### src/rtl/obuftds_stim_gen_pkg.sv
// Shared types and width helpers for the OBUFTDS stimulus generator.
// Mode encoding is fixed; 2'd3 is never produced and is treated as an illegal state.
package obuftds_stim_pkg;

  typedef enum logic [1:0] {
    ModeStatic = 2'd0,
    ModeBlink  = 2'd1,
    ModeWalk   = 2'd2
  } mode_t;

  // Width needed to hold counts 0..n inclusive; never narrower than one bit.
  function automatic int unsigned cnt_width(input int unsigned n);
    int unsigned w;
    w = $clog2(n + 1);
    return (w < 1) ? 1 : w;
  endfunction

  // Width needed to index n items; a single item still gets one bit.
  function automatic int unsigned idx_width(input int unsigned n);
    return (n > 1) ? $clog2(n) : 1;
  endfunction

endpackage

### src/rtl/obuftds_stim_gen_debounce.sv
// Two-flop synchroniser followed by a stable-count debouncer for one raw input bit.
// The output flips only after DEBOUNCE_CYCLES consecutive cycles of disagreement.
module switch_debounce
  import obuftds_stim_pkg::*;
#(
  parameter logic        RESET_VAL       = 1'b0,
  parameter int unsigned DEBOUNCE_CYCLES = 1000000
) (
  input  logic clk,
  input  logic rst,
  input  logic din,
  output logic dout
);

  localparam int unsigned CntW = cnt_width(DEBOUNCE_CYCLES);

  logic            sync1_q;
  logic            sync2_q;
  logic            dout_q;
  logic            dout_d;
  logic [CntW-1:0] cnt_q;
  logic [CntW-1:0] cnt_d;

  // Synchroniser flops reset to the debounced reset level so nothing is seen as a change.
  always_ff @(posedge clk) begin
    if (rst) begin
      sync1_q <= RESET_VAL;
      sync2_q <= RESET_VAL;
    end else begin
      sync1_q <= din;
      sync2_q <= sync1_q;
    end
  end

  always_comb begin
    dout_d = dout_q;
    cnt_d  = '0;
    if (sync2_q != dout_q) begin
      if (cnt_q == CntW'(DEBOUNCE_CYCLES - 1)) begin
        dout_d = ~dout_q;
      end else begin
        cnt_d = cnt_q + CntW'(1);
      end
    end
  end

  always_ff @(posedge clk) begin
    if (rst) begin
      dout_q <= RESET_VAL;
      cnt_q  <= '0;
    end else begin
      dout_q <= dout_d;
      cnt_q  <= cnt_d;
    end
  end

  assign dout = dout_q;

endmodule

### src/rtl/obuftds_stim_gen.sv
// Stimulus generator for a bank of OBUFTDS buffers: debounced switches and a mode button
// drive registered data/tri-state per channel in static, blink or walking-one modes.
module obuftds_stim_gen
  import obuftds_stim_pkg::*;
#(
  parameter int unsigned NUM_CH          = 2,
  parameter int unsigned DEBOUNCE_CYCLES = 1000000,
  parameter int unsigned BLINK_DIV       = 50000000
) (
  input  logic              clk,
  input  logic              rst,
  input  logic [NUM_CH-1:0] sw_data,
  input  logic [NUM_CH-1:0] sw_tri,
  input  logic              btn_mode,
  output logic [NUM_CH-1:0] buf_i,
  output logic [NUM_CH-1:0] buf_t,
  output logic [1:0]        mode
);

  localparam int unsigned NumIn = 2 * NUM_CH + 1;
  localparam int unsigned PreW  = idx_width(BLINK_DIV);
  localparam int unsigned WalkW = idx_width(NUM_CH);

  // Input conditioning: bits [NUM_CH-1:0] data, [2*NUM_CH-1:NUM_CH] tri, top bit button.
  logic [NumIn-1:0]  raw_in;
  logic [NumIn-1:0]  db_in;
  logic [NUM_CH-1:0] data_db;
  logic [NUM_CH-1:0] tri_db;
  logic              btn_db;

  assign raw_in = {btn_mode, sw_tri, sw_data};

  for (genvar i = 0; i < NumIn; i++) begin : g_db
    switch_debounce #(
      .RESET_VAL      (((i >= NUM_CH) && (i < 2 * NUM_CH)) ? 1'b1 : 1'b0),
      .DEBOUNCE_CYCLES(DEBOUNCE_CYCLES)
    ) u_db (
      .clk (clk),
      .rst (rst),
      .din (raw_in[i]),
      .dout(db_in[i])
    );
  end

  assign data_db = db_in[NUM_CH-1:0];
  assign tri_db  = db_in[2*NUM_CH-1:NUM_CH];
  assign btn_db  = db_in[2*NUM_CH];

  // Button edge detect
  logic btn_prev_q;
  logic btn_rise;

  always_ff @(posedge clk) begin
    if (rst) begin
      btn_prev_q <= 1'b0;
    end else begin
      btn_prev_q <= btn_db;
    end
  end

  assign btn_rise = btn_db & ~btn_prev_q;

  // Mode FSM: state register
  mode_t mode_q;
  mode_t mode_d;
  logic  mode_change;

  always_ff @(posedge clk) begin
    if (rst) begin
      mode_q <= ModeStatic;
    end else begin
      mode_q <= mode_d;
    end
  end

  // Mode FSM: next state; the unused encoding falls back to static.
  always_comb begin
    mode_d = mode_q;
    unique case (mode_q)
      ModeStatic: if (btn_rise) mode_d = ModeBlink;
      ModeBlink:  if (btn_rise) mode_d = ModeWalk;
      ModeWalk:   if (btn_rise) mode_d = ModeStatic;
      default:    mode_d = ModeStatic;
    endcase
  end

  assign mode_change = (mode_d != mode_q);

  // Prescaler, blink phase and walk index; a mode change overrides a same-cycle tick.
  logic [PreW-1:0]  presc_q;
  logic [PreW-1:0]  presc_d;
  logic             tick;
  logic             phase_q;
  logic             phase_d;
  logic [WalkW-1:0] walk_idx_q;
  logic [WalkW-1:0] walk_idx_d;

  assign tick = (presc_q == PreW'(BLINK_DIV - 1));

  always_comb begin
    presc_d    = presc_q + PreW'(1);
    phase_d    = phase_q;
    walk_idx_d = walk_idx_q;
    if (mode_change) begin
      presc_d    = '0;
      phase_d    = 1'b0;
      walk_idx_d = '0;
    end else if (tick) begin
      presc_d = '0;
      if (mode_q == ModeBlink) begin
        phase_d = ~phase_q;
      end
      if (mode_q == ModeWalk) begin
        if (walk_idx_q == WalkW'(NUM_CH - 1)) begin
          walk_idx_d = '0;
        end else begin
          walk_idx_d = walk_idx_q + WalkW'(1);
        end
      end
    end
  end

  always_ff @(posedge clk) begin
    if (rst) begin
      presc_q    <= '0;
      phase_q    <= 1'b0;
      walk_idx_q <= '0;
    end else begin
      presc_q    <= presc_d;
      phase_q    <= phase_d;
      walk_idx_q <= walk_idx_d;
    end
  end

  // Mode FSM: outputs. Tri-state follows the switches regardless of mode.
  logic [NUM_CH-1:0] buf_i_d;
  logic [NUM_CH-1:0] buf_i_q;
  logic [NUM_CH-1:0] buf_t_q;

  always_comb begin
    buf_i_d = data_db;
    unique case (mode_q)
      ModeBlink: buf_i_d = data_db ^ {NUM_CH{phase_q}};
      ModeWalk: begin
        for (int k = 0; k < NUM_CH; k++) begin
          buf_i_d[k] = (WalkW'(k) == walk_idx_q);
        end
      end
      default: buf_i_d = data_db;
    endcase
  end

  always_ff @(posedge clk) begin
    if (rst) begin
      buf_i_q <= '0;
      buf_t_q <= '1;
    end else begin
      buf_i_q <= buf_i_d;
      buf_t_q <= tri_db;
    end
  end

  assign buf_i = buf_i_q;
  assign buf_t = buf_t_q;
  assign mode  = mode_q;

endmodule
### config.mk
export PLATFORM = sky130hd
export DESIGN_NAME = obuftds_stim_gen
export DESIGN_NICKNAME = d
export VERILOG_FILES = /design/src/rtl/obuftds_stim_gen_pkg.sv /design/src/rtl/obuftds_stim_gen_debounce.sv /design/src/rtl/obuftds_stim_gen.sv
export SDC_FILE = /design/constraint.sdc
export NUM_CORES = 1
export LEC_CHECK = 0
export BUFFER_PORTS_ARGS = -buffer_cell sky130_fd_sc_hd__buf_2
export CORE_MARGIN = 1
export CORE_UTILIZATION = 25
export CTS_CLUSTER_DIAMETER = 100
export DETAILED_ROUTE_END_ITERATION = 10
export PLACE_DENSITY = 0.45
export SLEW_MARGIN = 15
export SYNTH_ARGS = -nofsm -noshare
export SYNTH_HDL_FRONTEND = slang
export SYNTH_SLANG_ARGS = --single-unit
### constraint.sdc
create_clock -name clk -period 2.6 [get_ports clk]
set_clock_uncertainty 0.2 [all_clocks]
set_input_delay 0.13 -clock clk [delete_from_list [all_inputs] [get_ports clk]]
set_output_delay 0.13 -clock clk [all_outputs]
set_load 0.1 [all_outputs]
==> reports/results.tsv, run 1 <==
metric	value	unit
status	completed	
synth_cells	777	
yosysWarnings	0	
startpoint	presc_q[17]	
r2r_slack	270	ps
power	4920	uW
antenna_left	0	
finalCriticalPeriod	2330	ps
syn_to_final_growth	17.5	%
crit_path_end	presc_q[22]	
grt_first_pass_wirelength	24200	um
drc_errors	0	
cts_resized	0	
maxCapViolCount	0	
critical_path_cell_count	4	
hold_viol	0	
firstDrtPassIters	4	
synth-main-ff-cell	dfxtp_1	
synth_commonest_cells	150 x dfxtp_1, 79 x nor2_1, 52 x nand2_1	
grt_max_degree	29	
clk_latency	420	ps
gp_congestion	0.753	
min_path_type	reg -> reg	
synth_edf_count	0	
critPathSlowestCell	or4_1	
critPathLaunchType	register	
rows	59	
clockBufferDepth	2	
ys_seq_area_share	44.8	%
cts_buffers	17	
grt_antenna_before_repair	0	
cts_max_level	4	
timing.fmax	430	MHz
via_count	5389	
die_area	27500	um2
grt_usage	10.7	%
synthArstFlopShare	0	%
via_per_inst	4.69	
final.setup.tns	0	ps
leakagePower	0.00236	uW
initial_core_util	25.6	%
path_common_cell	or4_1	
grt_pass1_vias	5026	
relSlewSlack	58.8	%
placed_area	7220	um2
worst-path-max-fanout	10	
diodes	0	
die_h	166	um
tightest_slew	612	ps
setup_viol	0	
synth_area_leaders	dfxtp_1 45%, xnor2_1 5.7%, nor2_1 4.4%	
critPathTopFamily	simple AND/OR/NAND/NOR gates	
worstPathArrival	2470	ps
nets	819	
layout_setup_ws	273	ps
fin_hold_ws	217	ps
synth_seq_cells	150	
clock-root-buffer	clkbuf_16	
worstSetupPathType	reg -> reg	
die_x	166	um
synthDistinctLibCells	40	
cp_num_buf_inv	0	
synth_top_area_cell	dfxtp_1	
dpl_worst_slack	261	ps
vdd_drop_max	300	uV
path_clk_slew	70	ps
crit_required	2740	ps
coreArea	26200	um2
drtIter0Drc	297	
io_buffers	12	
wirelength	14000	um
cts_tree	built	
design_area	7890	um2
dp_hpwl	9640	um
synth_top_area_share	44.8	%
finalCritPeriodShare	89.5	%
powerDensity	623	nW/um2
avgRoutedWirePerCell	12.2	um
yosysMostFrequentCell	dfxtp_1	
crit_chain	nand4_2 > or4_1 > or4_1 > a211oi_1	
drive_above_1_share	9.82	%
max_stage_delay	690	ps
reg2reg_to	presc_q[22]	
synth_area	6710	um2
reg2reg_depth	4	
grt_overflow_total	0	
r2r_start	presc_q[17]	
io_pins	13	
syn_avg_cell_area	8.63	um2
end_kind	register	
syn_nets	794	
clkSinkCount	150	
slew_viol_final	0	
rsz0062_at_grt	false	
==> final cells by class <==
| type | instances | area, um2 |
|---|---|---|
| tap | 335 | 419 |
| sequential | 150 | 3010 |
| fill | 2779 | 18300 |
| multi-input combinational | 571 | 3490 |
| inverter | 25 | 93.8 |
| clock inverter | 14 | 164 |
| timing repair buffer | 37 | 275 |
| clock buffer | 18 | 439 |
==> worst min path at each step <==
stage                          from              endpoint  slack, ps  cells after the start
6_report       g_db[3].u_db.sync1_q  g_db[3].u_db.sync2_q        220                      1
5_1_grt        g_db[3].u_db.sync1_q  g_db[3].u_db.sync2_q        230                      1
4_1_cts                   sw_tri[1]  g_db[3].u_db.sync1_q        210                      3
3_5_place_dp              sw_tri[1]  g_db[3].u_db.sync1_q        130                      2
3_3_place_gp              sw_tri[1]  g_db[3].u_db.sync1_q        120                      2
2_1_floorplan             sw_tri[0]  g_db[2].u_db.sync1_q         30                      1
==> stage by stage <==
stage | util (%) | instances
3_3_place_gp | 27.6 | 1112
5_1_grt | 30.1 | 1150
6_report | 30.1 | 1150
4_1_cts | 30.1 | 1150
3_5_place_dp | 27.6 | 1112
2_1_floorplan | - | 777
==> cells by family (layout without fill, tap and decap cells) <==
| logic type | after synthesis | after routing | share of synthesized area [%] |
|---|---|---|---|
| DFF | 150 | 150 | 44.8 |
| AOI/OAI and AO/OA | 115 | 115 | 9.96 |
| xor gates and xnor gates | 75 | 75 | 9.79 |
| adders and majority gates | 10 | 10 | 1.86 |
| and+or+nand+nor | 371 | 371 | 30.3 |
| buffers and inverters | 56 | 94 | 3.36 |
==> flip-flops by register name, indices dropped and copies added (netlist names) <==
name,cells
walk_idx_q,1
g_db.u_db.sync2_q,5
presc_q,26
g_db.u_db.dout,5
g_db.u_db.cnt_q,100
btn_prev_q,1
buf_i,2
phase_q,1
mode,2
buf_t,2
g_db.u_db.sync1_q,5
==> layout by cell type (no fill, tap or decap), types with 3 or more instances in the layout <==
cell type,n
nor3_1,28
dfxtp_1,148
buf_2,12
o31ai_1,16
nand3_1,47
nor4bb_1,3
and3_1,8
or3_1,35
inv_6,5
inv_1,25
a21oi_1,41
nand4_1,22
or2_2,9
and2_1,3
and4_1,11
nor4b_1,6
nor3b_1,7
clkbuf_16,17
buf_4,18
ha_1,10
o21ai_1,3
xor2_1,31
nand4b_1,6
or4_1,23
nor2b_1,8
a211oi_1,10
o21ai_0,35
nor4_1,19
xnor2_1,44
nor2_1,79
dlygate4sd3_1,6
nand2_1,52
==> what timing repair did <==
action / in CTS / in global routing
buffers inserted: 0 / 0
hold buffers: 6 / 0
hold endpoints to repair: 7 / 0
==> power breakdown <==
group | internal [uW] | switching, uW
clock network | 1470 | 1050
logic | 30.7 | 44.5
registers | 2310 | 10.1
==> per-layer routing <==
metal / up-vias / track usage (%) / routed length [um] / part of all wire (%)
met4: 0 / 4.19 / 196 / 1.4
met2: 43 / 16.5 / 6110 / 44
met5: - / 0 / 0 / 0
li1: 2845 / - / - / -
met3: 12 / 2.22 / 324 / 2.3
met1: 2489 / 14.5 / 7380 / 53
No activity file was read; power rests on OpenSTA's default activity.
==> run 2: changes to the inputs <==
==> constraint.sdc (replaced) <==
create_clock -name clk -period 2.4 [get_ports clk]
set_clock_uncertainty 0.2 [all_clocks]
set_input_delay 0.12 -clock clk [delete_from_list [all_inputs] [get_ports clk]]
set_output_delay 0.12 -clock clk [all_outputs]
set_load 0.1 [all_outputs]
==> run 2 against run 1 <==
Final area is 1.1% higher; global-route usage up 0.54 points; clock power is 4% higher; critical path type unchanged; largest cell class unchanged.
==> reports/results.tsv, run 2 (synthesized netlist as in run 1, its figures left out) <==
metric	value	unit
cts_max_level	4	
initial_core_util	25.6	%
die_h	166	um
grt_first_pass_wirelength	25300	um
min_path_type	reg -> reg	
slew_viol_final	0	
final_common_cell	dfxtp_1	
worst-path-max-fanout	11	
final.setup.tns	0	ps
antenna_left	0	
path_clk_slew	60	ps
p_comb_share	1.5	%
largestRegisters	g_db.u_db.cnt_q (100), presc_q (26)	
die_area	27500	um2
nets	836	
worstSetupPathType	reg -> reg	
coreArea	26200	um2
powerDensity	653	nW/um2
io_pins	13	
grt_max_degree	29	
p_sw_share	23.3	%
syn_to_final_growth	18.8	%
avgRoutedWirePerCell	12.3	um
crit_required	2500	ps
via_per_inst	4.69	
p_seq_share	48.3	%
drive_above_1_share	11.7	%
p_int	3990	uW
grt_pass1_vias	5232	
leakagePower	0.00242	uW
fin_hold_ws	212	ps
placed_area	7340	um2
io_buffers	12	
setup_viol	0	
grt_usage	11.2	%
final.fill_count	2760	
rows	59	
cts_buffers	17	
largest_register	g_db.u_db.cnt_q	
drtIter0Drc	260	
tightest_slew	511	ps
clockBufferDepth	2	
clk_latency	430	ps
diodes	0	
hold_viol	0	
die_x	166	um
maxCapViolCount	0	
cts_tree	built	
end_kind	register	
via_count	5472	
status	completed	
worstPathArrival	2360	ps
vdd_drop_max	405	uV
gp_congestion	0.725	
clkSinkCount	150	
critPathLaunchType	register	
largest_reg_flops	100	
rsz0062_at_grt	false	
relSlewSlack	66.2	%
drc_errors	0	
design_area	7970	um2
finalCritPeriodShare	94.2	%
dp_hpwl	9900	um
timing.fmax	442	MHz
finalCriticalPeriod	2260	ps
grt_overflow_total	0	
clock-root-buffer	clkbuf_16	
p_switching	1210	uW
grt_antenna_before_repair	0	
clkPwrFrac	50.2	%
final_cell_mix	148 x dfxtp_1, 79 x nor2_1, 52 x nand2_1	
wirelength	14300	um
firstDrtPassIters	4	
[run 2: path summary, 6_finish.rpt]
path / startpoint / endpoint / slack (ps) / cells after the start
hold / removal: g_db[3].u_db.sync1_q / g_db[3].u_db.sync2_q / 210 / 1
setup reg to reg: g_db[0].u_db.cnt_q[11] / g_db[0].u_db.cnt_q[18] / 140 / 5
setup / recovery: g_db[0].u_db.cnt_q[11] / g_db[0].u_db.cnt_q[18] / 140 / 5
hold reg to reg: g_db[3].u_db.sync1_q / g_db[3].u_db.sync2_q / 210 / 1
[run 2: what timing repair did]
action | CTS | global route
gates resized for setup | 0 | 1
setup endpoints to repair | 0 | 1
hold endpoints to repair | 9 | 0
buffers inserted | 0 | 0
hold buffers | 6 | 0
[run 2: area by class of cell]
| type | instances | area [um2] | share of cell area, % |
|---|---|---|---|
| inverters | 25 | 93.8 | 1.18 |
| well taps | 335 | 419 | 5.26 |
| clock inverters | 14 | 139 | 1.74 |
| flip-flops and latches | 150 | 3010 | 37.7 |
| clock buffers | 18 | 429 | 5.38 |
| repair buffers | 54 | 390 | 4.90 |
| multi-input cells | 571 | 3490 | 43.8 |
[run 2: power by group through the flow]
| stage | combinational (uW) | sequential, uW | clock [uW] |
|---|---|---|---|
| 2_1_floorplan | 46.5 | 2570 | 0 |
| 3_3_place_gp | 75.8 | 2570 | 0 |
| 3_5_place_dp | 75.3 | 2570 | 0 |
| 4_1_cts | 82.7 | 2510 | 2700 |
| 5_1_grt | 91.6 | 2520 | 2820 |
| 6_report | 80.5 | 2510 | 2610 |
[run 2: routing by layer]
metal / track usage, % / vias up / share of wire, %
met4: 3.70 / 0 / 1.0
met5: 0 / - / 0
li1: - / 2891 / -
met2: 17.6 / 41 / 43
met1: 14.9 / 2530 / 53
met3: 3.03 / 10 / 2.4
[run 2: worst max-delay path: stages (launching register included)]
cell and delay [ps]:
dfxtp_1 330, or4b_2 650, or4_1 450, o211ai_1 230
buf_4 220, a21oi_1 50
[run 2: stage by stage]
step | instances | setup slack, ps | total power [uW] | utilization, %
2_1_floorplan | 777 | 84.7 | 2610 | -
3_3_place_gp | 1129 | 134 | 2650 | 28.0
3_5_place_dp | 1129 | 131 | 2650 | 28.0
4_1_cts | 1167 | 115 | 5300 | 30.4
5_1_grt | 1167 | 23.9 | 5430 | 30.4
6_report | 1167 | 139 | 5210 | 30.4
==> run 3: changes to the inputs <==
--- a/config.mk
+++ b/config.mk
@@ -6,11 +6,14 @@
 export NUM_CORES = 1
 export LEC_CHECK = 0
 export BUFFER_PORTS_ARGS = -buffer_cell sky130_fd_sc_hd__buf_2
+export CELL_PAD_IN_SITES_DETAIL_PLACEMENT = 0
+export CELL_PAD_IN_SITES_GLOBAL_PLACEMENT = 1
 export CORE_MARGIN = 1
 export CORE_UTILIZATION = 25
 export CTS_CLUSTER_DIAMETER = 100
 export DETAILED_ROUTE_END_ITERATION = 10
-export PLACE_DENSITY = 0.45
+export PLACE_DENSITY = 0.53
+export RECOVER_POWER = 100
 export SLEW_MARGIN = 15
 export SYNTH_ARGS = -nofsm -noshare
 export SYNTH_HDL_FRONTEND = slang
==> run 3 against run 2 <==
Critical path depth unchanged; worst hold slack worse by 3.2 ps; combinational power about the same; the run now ends with design-rule violations left; maximum frequency down 0.80%; final cell count up 0.51%; sequential power about the same; final area up 1.1%; sequential share of layout area down 0.44 points.
==> reports/results.tsv, run 3 (synthesized netlist as in run 1, its figures left out) <==
metric	value	unit
final.setup.tns	0	ps
fin_hold_ws	209	ps
place_inst	1133	
min_path_type	reg -> reg	
p_seq_share	45.8	%
end_kind	register	
p_comb_share	1.5	%
dp_hpwl	10300	um
nets	842	
relSlewSlack	19.2	%
syn_to_final_growth	20.2	%
vdd_drop_max	383	uV
reg2reg_depth	5	
clock-root-buffer	clkbuf_16	
cts_max_level	4	
wirelength	15000	um
grt_usage	11.5	%
design_area	8060	um2
timing.fmax	439	MHz
die_h	166	um
gp_congestion	0.704	
via_per_inst	4.66	
worstSetupPathType	reg -> reg	
largest_reg_flops	100	
drive_above_1_share	10.6	%
worst-path-max-fanout	11	
grt_antenna_before_repair	0	
placed_area	7380	um2
maxCapViolCount	0	
worstPathArrival	2390	ps
holdPathStages	1	
clk_latency	420	ps
via_count	5463	
clkSinkCount	150	
critPathLaunchType	register	
critPathSlowestCell	or4b_2	
r2r_slack	120	ps
initial_core_util	25.6	%
status	complete, but fails checks	
antenna_left	0	
largest_register	g_db.u_db.cnt_q	
p_switching	1170	uW
final_common_cell	dfxtp_1	
firstDrtPassIters	8	
rows	59	
min_from	g_db[2].u_db.sync1_q	
cts_buffers	17	
diodes	0	
hold_viol	0	
path_clk_slew	60	ps
clockBufferDepth	2	
p_sw_share	21.4	%
die_x	166	um
finalCritPeriodShare	94.9	%
r2r_start	g_db[0].u_db.cnt_q[11]	
avgRoutedWirePerCell	12.7	um
final_cells	1173	
violations	design-rule violations	
io_pins	13	
largestRegisters	g_db.u_db.cnt_q (100), presc_q (26)	
cts_tree	built	
powerDensity	681	nW/um2
setup_viol	0	
leakagePower	0.00244	uW
grt_overflow_total	0	
drtIter0Drc	232	
final_cell_mix	149 x dfxtp_1, 79 x nor2_1, 52 x nand2_1	
final.fill_count	2734	
crit_chain	or4b_2 > or4_1 > o211ai_1 > buf_4 > nor2_1	
max_stage_delay	660	ps
rsz0062_at_grt	false	
reg2reg_to	g_db[0].u_db.cnt_q[12]	
finalCriticalPeriod	2280	ps
grt_pass1_vias	5230	
grt_max_degree	29	
tightest_slew	1220	ps
coreArea	26200	um2
io_buffers	12	
p_int	4320	uW
die_area	27500	um2
grt_first_pass_wirelength	25800	um
drc_errors	1	
crit_required	2510	ps
clkPwrFrac	52.7	%
min_to	g_db[2].u_db.sync2_q	
slew_viol_final	0	
## run 3: critical path: cells and delay by family (launching register included)
| family | cells | cell delay (ps) |
|---|---|---|
| compound gates | 1 | 230 |
| flops | 1 | 330 |
| buf+inv | 1 | 230 |
| simple gates | 3 | 1170 |
## run 3: area by class of cell
type / count / area [um2] / share of cell area (%)
clock inverters: 14 / 196 / 2.44
multi-input cells: 571 / 3490 / 43.3
inverters: 25 / 93.8 / 1.16
clock buffers: 18 / 439 / 5.45
flip-flops and latches: 150 / 3000 / 37.3
well taps: 335 / 419 / 5.20
repair buffers: 60 / 422 / 5.23
## run 3: worst max path at each step
stage / cells after the start / slack (ps) / from / end
after floorplan: 7 / 80 / mode[0] / presc_q[6]
after global placement: 5 / 160 / g_db[0].u_db.cnt_q[11] / g_db[0].u_db.cnt_q[18]
after detailed placement: 5 / 140 / g_db[0].u_db.cnt_q[11] / g_db[0].u_db.cnt_q[18]
after CTS: 5 / 120 / g_db[0].u_db.cnt_q[11] / g_db[0].u_db.cnt_q[16]
after global routing: 5 / 8 / g_db[0].u_db.cnt_q[11] / g_db[0].u_db.cnt_q[12]
final: 5 / 120 / g_db[0].u_db.cnt_q[11] / g_db[0].u_db.cnt_q[12]
## run 3: stage by stage
step / util (%) / total power [uW] / setup WS (ps)
finish: 30.8 / 5490 / 121
global route: 30.8 / 5730 / 8.35
global placement: 28.2 / 2650 / 164
floorplan: - / 2610 / 84.7
detailed placement: 28.2 / 2650 / 144
CTS: 30.9 / 5590 / 123
## run 3: routing by layer
metal | vias up | share of wire [%] | GRT usage, %
met3 | 11 | 1.9 | 2.91
met2 | 44 | 43 | 17.4
met4 | 0 | 1.1 | 4.02
li1 | 2891 | - | -
met5 | - | 0 | 0
met1 | 2517 | 54 | 15.7
## run 3: what timing repair did
action                     4_1_cts  5_1_grt
setup endpoints to repair        0        1
setup buffers                    0        0
hold buffers                     8        0
gates resized for setup          0        1
hold endpoints to repair        13        0
## run 3: power by group through the flow
stage / Clock, uW / Sequential, uW / Combinational, uW
final: 2890 / 2510 / 80.6
after CTS: 2990 / 2510 / 86.5
after global routing: 3120 / 2520 / 91.1
after detailed placement: 0 / 2570 / 76.4
after global placement: 0 / 2570 / 76.6
after floorplan: 0 / 2570 / 46.5
